==> config.mk <==
export PLATFORM = sky130hd
export DESIGN_NAME = regfile_dump_reader
export DESIGN_NICKNAME = d
export VERILOG_FILES = /design/src/rtl/regfile_dump_reader.sv
export SDC_FILE = /design/constraint.sdc
export NUM_CORES = 1
export LEC_CHECK = 0
export ABC_AREA = 1
export BUFFER_PORTS_ARGS = -buffer_cell sky130_fd_sc_hd__clkbuf_2
export CAP_MARGIN = 0
export CELL_PAD_IN_SITES_DETAIL_PLACEMENT = 0
export CELL_PAD_IN_SITES_GLOBAL_PLACEMENT = 1
export CORE_ASPECT_RATIO = 1.25
export CORE_MARGIN = 2
export CORE_UTILIZATION = 29
export CTS_CLUSTER_DIAMETER = 100
export DETAILED_ROUTE_END_ITERATION = 12
export GPL_TIMING_DRIVEN = 0
export PLACE_DENSITY_LB_ADDON = 0.1
export REMOVE_ABC_BUFFERS = 1
export SYNTH_ARGS = -nofsm -noshare
export SYNTH_HDL_FRONTEND = slang
export SYNTH_SLANG_ARGS = --single-unit
==> constraint.sdc <==
create_clock -name clk -period 1.4 [get_ports clk]
set_input_delay 0.21 -clock clk [delete_from_list [all_inputs] [get_ports clk]]
set_output_delay 0.21 -clock clk [all_outputs]
set_load 0.01 [all_outputs]
==> src/rtl/regfile_dump_reader.sv <==
// Walks a contiguous register range through one synchronous register-file read port
// and streams every word out as an {address, data} pair on a valid/ready handshake.
//
// state   | meaning
// IDLE    | waiting for start
// ISSUE   | one-cycle read strobe for cur
// WAIT    | counting read latency; captures rd_data on the last count
// PRESENT | word held on out_* until accepted
// FIN     | one-cycle done pulse
module regfile_dump_reader #(
  parameter int DATA_W   = 32,
  parameter int ADDR_W   = 4,
  parameter int NUM_REGS = 16,
  parameter int RD_LAT   = 1
) (
  input  logic              clk,
  input  logic              reset_n,
  input  logic              start,
  input  logic              abort,
  input  logic [ADDR_W-1:0] first_addr,
  input  logic [ADDR_W-1:0] last_addr,
  output logic              rd_en,
  output logic [ADDR_W-1:0] rd_addr,
  input  logic [DATA_W-1:0] rd_data,
  output logic              out_valid,
  input  logic              out_ready,
  output logic [ADDR_W-1:0] out_addr,
  output logic [DATA_W-1:0] out_data,
  output logic              busy,
  output logic              done
);

  localparam bit CfgOk = (NUM_REGS >= 1) && (NUM_REGS <= (1 << ADDR_W)) &&
                         (RD_LAT >= 1) && (RD_LAT <= 3);
  localparam logic [1:0] LatLoad = 2'(RD_LAT - 1);

  generate
    if (!CfgOk) begin : gCfgErr
      $error("regfile_dump_reader: illegal NUM_REGS/ADDR_W/RD_LAT combination");
    end
  endgenerate

  typedef enum logic [2:0] {IDLE, ISSUE, WAIT, PRESENT, FIN} stateType;

  stateType          state, stateNxt;
  logic [ADDR_W-1:0] cur, endAddr, outAddrQ;
  logic [DATA_W-1:0] outDataQ;
  logic [1:0]        latCnt;
  logic              rdCapture, accept;

  always_comb begin
    stateNxt  = state;
    rdCapture = 1'b0;
    accept    = 1'b0;
    case (state)
      IDLE:
        if (start) stateNxt = (first_addr > last_addr) ? FIN : ISSUE;
      ISSUE:
        stateNxt = abort ? IDLE : WAIT;
      WAIT:
        if (abort) begin
          stateNxt = IDLE;
        end else if (latCnt == 2'd0) begin
          rdCapture = 1'b1;
          stateNxt  = PRESENT;
        end
      PRESENT:
        // abort wins over a same-cycle acceptance
        if (abort) begin
          stateNxt = IDLE;
        end else if (out_ready) begin
          accept   = 1'b1;
          stateNxt = (cur == endAddr) ? FIN : ISSUE;
        end
      FIN:
        stateNxt = IDLE;
      default:
        stateNxt = IDLE;
    endcase
  end

  always_ff @(posedge clk or negedge reset_n) begin
    if (!reset_n) begin
      state    <= IDLE;
      cur      <= '0;
      endAddr  <= '0;
      latCnt   <= '0;
      outAddrQ <= '0;
      outDataQ <= '0;
    end else begin
      state <= stateNxt;
      if (state == IDLE && start) begin
        cur     <= first_addr;
        endAddr <= last_addr;
      end
      // termination is on the cur==endAddr compare, so cur never needs to wrap
      if (accept && cur != endAddr) cur <= cur + 1'b1;
      if (state == ISSUE) begin
        latCnt <= LatLoad;
      end else if (state == WAIT && latCnt != 2'd0) begin
        latCnt <= latCnt - 1'b1;
      end
      if (rdCapture) begin
        outAddrQ <= cur;
        outDataQ <= rd_data;
      end
    end
  end

  assign rd_en     = (state == ISSUE);
  assign rd_addr   = (state == ISSUE) ? cur : '0;
  assign out_valid = (state == PRESENT);
  assign out_addr  = outAddrQ;
  assign out_data  = outDataQ;
  assign busy      = (state == ISSUE) || (state == WAIT) || (state == PRESENT);
  assign done      = (state == FIN);

  aDoneNotBusy: assert property (@(posedge clk) disable iff (!reset_n) !(done && busy));
  aRdEnSingle:  assert property (@(posedge clk) disable iff (!reset_n) rd_en |=> !rd_en);
  aHoldStall:   assert property (@(posedge clk) disable iff (!reset_n)
                  out_valid && !out_ready && !abort |=>
                  out_valid && $stable(out_addr) && $stable(out_data));

endmodule

# ---- Word level (Yosys, flattened, before mapping)
# Cells that the tools add are included.
dict set report word_totals {
  n_memories 0
  output_inout_bits 44
  register_bits 49
  latchBits 0
  mem_bits_rw 0
  word_cells 49
  input_bits 45
  rom_bits 0
}
dict set report classes {
  reduce_logical 11
  multipliers 0
  div_mod_pow 0
  add_sub_neg 2
  bitwise_logic 0
  eq_ne 9
  mux 20
  shift 0
  magnitude_cmp 1
}
# operator n
set op_table {}
lappend op_table {{2-to-1 mux 3 bit} 7}
lappend op_table {{2-to-1 mux 4 bit} 3}
lappend op_table {{one-hot mux 3 bit (4 select lines)} 1}
lappend op_table {{== test 3 x 2 -> 1 bit, second input constant} 2}
lappend op_table {{2-to-1 mux 1 bit} 6}
lappend op_table {{2-to-1 mux 2 bit} 3}
lappend op_table {{nonzero test 2 bit} 3}
lappend op_table {{adder 4 x 1 -> 4 bit, second input constant} 1}
lappend op_table {{== test 4 bit} 1}
lappend op_table {{greater-than comparator 4 bit} 1}
lappend op_table {{inequality test 4 bit} 1}
lappend op_table {{== test 3 x 1 -> 1 bit, second input constant} 1}
lappend op_table {{== test 3 bit, second input constant} 1}
lappend op_table {{logical AND 1 bit} 3}
lappend op_table {{zero test 3 bit} 1}
lappend op_table {{inequality test 3 x 2 -> 1 bit, second input constant} 1}
lappend op_table {{inequality test 3 bit, second input constant} 1}
lappend op_table {{AND reduction 3 bit} 1}
lappend op_table {{zero test 2 bit} 1}
lappend op_table {{logical OR 1 bit} 2}
lappend op_table {{inequality test 2 bit, second input constant} 1}
lappend op_table {{subtractor 2 x 1 -> 2 bit, second input constant} 1}

# ---- Depth between registers and ports, before layout
dict set report logic_depth {
  ltp_word 5
  depth_mapped 12
  mapped_depth_nobuf 12
}

# ---- Worst setup path after synthesis
# No wires, ideal clock.
dict set report synth_timing {
  path_kind {reg-to-output}
  startpoint {register state[2]}
  endpoint {output port rd_addr[0]}
  arrival_time_ns 1.228
  path_stages_with_launch 4
  path_slack_ns -0.038
  t_required_ns 1.190
  path_buffers 0
  cell_sequence {dfrtp_1 > nor3_1 > inv_1 > nor2_1}
}
dict set report synth_between {
  elab_chain_len 2
}
# element line
set synth_lines {}
lappend synth_lines {{start: declaration} 45} ;# stateType state, stateNxt;
lappend synth_lines {{start signal: assignment} 91} ;# state <= stateNxt;
lappend synth_lines {{== test 3 x 1 -> 1 bit} --}
lappend synth_lines {{via rd_en} 22} ;# output logic rd_en,
lappend synth_lines {{2-to-1 mux 4 bit} 111} ;# assign rd_addr = (state == ISSUE) ? cur : '0;
lappend synth_lines {{end: declaration} 23} ;# output logic [ADDR_W-1:0] rd_addr,
# The timed path passes the listed nets, and every way through them passes these cells.

# ---- Worst setup path after layout
dict set report layout_timing {
  startpoint {register state[0]}
  endpoint {register outDataQ[27], in the netlist out_data[27]}
}
dict set report layout_between {
  elab_chain_len 2
}
# element line
set layout_lines {}
lappend layout_lines {{== test 3 x 2 -> 1 bit} 55} ;# case (state)
lappend layout_lines {{2-to-1 mux 1 bit} 55}
lappend layout_lines {{end signal: assignment} 105} ;# outDataQ <= rd_data;
lappend layout_lines {{end: declaration} 47} ;# logic [DATA_W-1:0] outDataQ;
# Every way passes these cells.
# A chain may end at the register's enable or synchronous reset.

==> impl_metrics.ini <==
[timing]
fmax_ghz = 0.657
worst_slew_margin_rel_pct = 35.5
worst_pin_slew_ns = 0.966
hold_viol = 0
setup_viol = 45
skew_ns = 0.00750
fin_crit_sh_pct = 109
fin_ws_ns = -0.123
whs_ns = 0.119
slew_viol_final = 0
final.setup.tns_ns = -3.24
rsz0062_at_grt = yes
post-route-min-period_ns = 1.52

[detailed_routing]
wl_um = 7020
m1WireLength_um = 3040
avgRoutedWirePerCell_um = 13.5
met2_length_um = 3600
highest-signal-layer = met4
wl_met3_um = 316
vias_per_cell = 4.39
drtAntennaViolNets = 0
via_count = 2281
dr.pass1.iters = 4
drc_errors = 0
drt-initial-drc-count = 20

[clock_network]
htreeDepth = 2
cts_tree = built
cts_buffers = 5
cts_max_path_buffers = 2
cts_root_buffer = clkbuf_8
clock_latency_ns = 0.30
clk_pin_slew_worst_paths_ns = 0.10
clock_sinks = 49

[power_and_ir_drop]
p_leak_nw = 2.09
p_total_w = 0.00700
irDropWorstVdd_mv = 0.745
powerDensity_nw_per_um2 = 1800

[setup_path]
cp-start-kind = flop
crit_type = reg2reg
cp_slowest_cell = dfrtp_1
r2r_slack_ns = -0.12
reg2reg_to = out_data[27]
arrival_ns = 1.71
r2r-start = state[0]
crit_path_end_kind = flop
cp_cell_sequence = buf_6 > nor3_4 > buf_12 > buf_12 > nand3_4 > nand2_2 > o21ai_2
critPathMaxFanout = 7
crit_top_cell = buf_12
r2r_cells = 7
critPathRequiredTime_ns = 1.59
cpPeakStageDelay_ns = 0.42

[logic_synthesis]
ys_seq_elements = 49
synthTopCellsByArea = dfrtp_1 49%, o21ai_2 13%, nand2_1 12%
yosys.area.top_type_share_pct = 48.6
syn_inst = 290
syn_area_um2 = 2520
synth_top_area_cell = dfrtp_1
ys_seq_area_share_pct = 48.6
synthDistinctLibCells = 22
ys_warn_count = 0
syn_area_per_cell_um2 = 8.70

[die]
die_w_um = 87.4
row_count = 38
die_y_um = 108
num_io_pins = 89
start_util_pct = 29.5
coreArea_um2 = 8560
die-area_um2 = 9460

[global_routing]
grt_usage_pct = 15.0
grt_pass1_vias = 2205
grt_overflow = 0
grt_max_degree = 50
grt_first_pass_wirelength_um = 11000
antenna_found_initial = 0

[placed_design]
placedInstanceArea_um2 = 3000
gp_congestion = 0.741
place_hpwl_um = 3880
numPortBuffers = 88
pre_cts_slack_ns = -0.749

[min_path]
hold_depth = 3
min_from = rd_data[22]
hold_class = in2reg
min_to = out_data[22]

[layout]
fin_area_um2 = 3890
fin_nets = 470
drive_gt1_share_pct = 57.4
final_common_cell = clkbuf_2
final_cell_mix = 80 x clkbuf_2, 54 x inv_1, 48 x dfrtp_1
area_growth_pct = 54.3
insertedDiodeCount = 0

[outcome]
violations = setup timing
status = finished, violations left

[job]
maxCapViolCount = 0
[how the worst max path moves through the flow]
stage / from / endpoint / slack (ns)
final: state[0] / out_data[27] / -0.12
after global routing: state[1] / rd_addr[1] / -0.20
after CTS: state[0] / out_data[29] / -0.13
after detailed placement: state[2] / out_data[6] / -0.75
after global placement: state[2] / out_data[18] / -0.73
after floorplan: state[2] / out_addr[0] / -0.37
[repair_timing]
item,in CTS,in global routing
hold buffers,0,1
gates cloned,10,0
hold endpoints to repair,0,23
setup endpoints to repair,51,54
pin swaps,9,17
resized for setup,61,48
buffers inserted,21,10
[power breakdown]
group / switching (W) / internal, W
Combinational: 0.00180 / 0.00155
Sequential: 0.000436 / 0.00201
Clock: 0.000497 / 0.000710
Total: 0.00273 / 0.00427
[stage by stage]
| stage | std cells | util [%] |
|---|---|---|
| finish | 520 | 45.5 |
| global placement | 470 | 35.0 |
| CTS | 509 | 42.9 |
| detailed placement | 470 | 35.0 |
| global route | 520 | 45.5 |
| floorplan | 282 | - |
[layer usage]
| metal | up-vias | global-route usage, % |
|---|---|---|
| li1 | 1167 | - |
| met1 | 1051 | 18.1 |
| met2 | 57 | 27.4 |
| met3 | 6 | 2.90 |
| met4 | 0 | 3.30 |
| met5 | - | 0 |
[registers in the layout, summed over array words and instances, names as in the netlist]
| register | cells |
|---|---|
| out_addr | 4 |
| endAddr | 4 |
| out_data | 32 |
| state | 3 |
| latCnt | 2 |
| cur | 4 |
[worst max-delay path: cells and delay by family (launching register included)]
family,cells,cell delay [ns]
and+or+nand+nor,3,0.51
DFF,1,0.42
AOI/OAI and AO/OA,1,0.05
buffers and inverters,3,0.42
[cells by family (layout without fill, tap and decap cells)]
logic type                 count (synthesis)  after routing  synth area share (%)
buffers and inverters                     69            190                  12.6
DFF                                       49             49                  48.6
adders and majority gates                  6              6                  2.98
xor gates and xnor gates                   2              2                 0.695
and+or+nand+nor                          116            125                  20.1
AOI/OAI and AO/OA                         48             48                  15.0
[cells in the mapped netlist]
cell type / count
xor2_1: 1
o21ai_2: 36
buf_6: 8
nor3_1: 1
o21ai_0: 7
xnor2_1: 1
nand2_2: 2
a21oi_1: 2
o21bai_1: 1
ha_1: 6
nor3_4: 1
nor2_2: 1
nand3_2: 1
nand4_1: 3
nand3_1: 12
inv_1: 61
o21ai_1: 2
dfrtp_1: 49
nand2_1: 82
nor2_1: 11
nand3_4: 1
nor2_4: 1
[cell type report]
cell class,count,area [µm²]
fill,876,4670
multi-input combinational,181,1340
sequential,49,1230
timing repair buffer,121,838
inverter,61,229
tap,100,125
clock buffer,5,68.8
clock inverter,3,65.1
No activity file was read; power rests on OpenSTA's default activity.
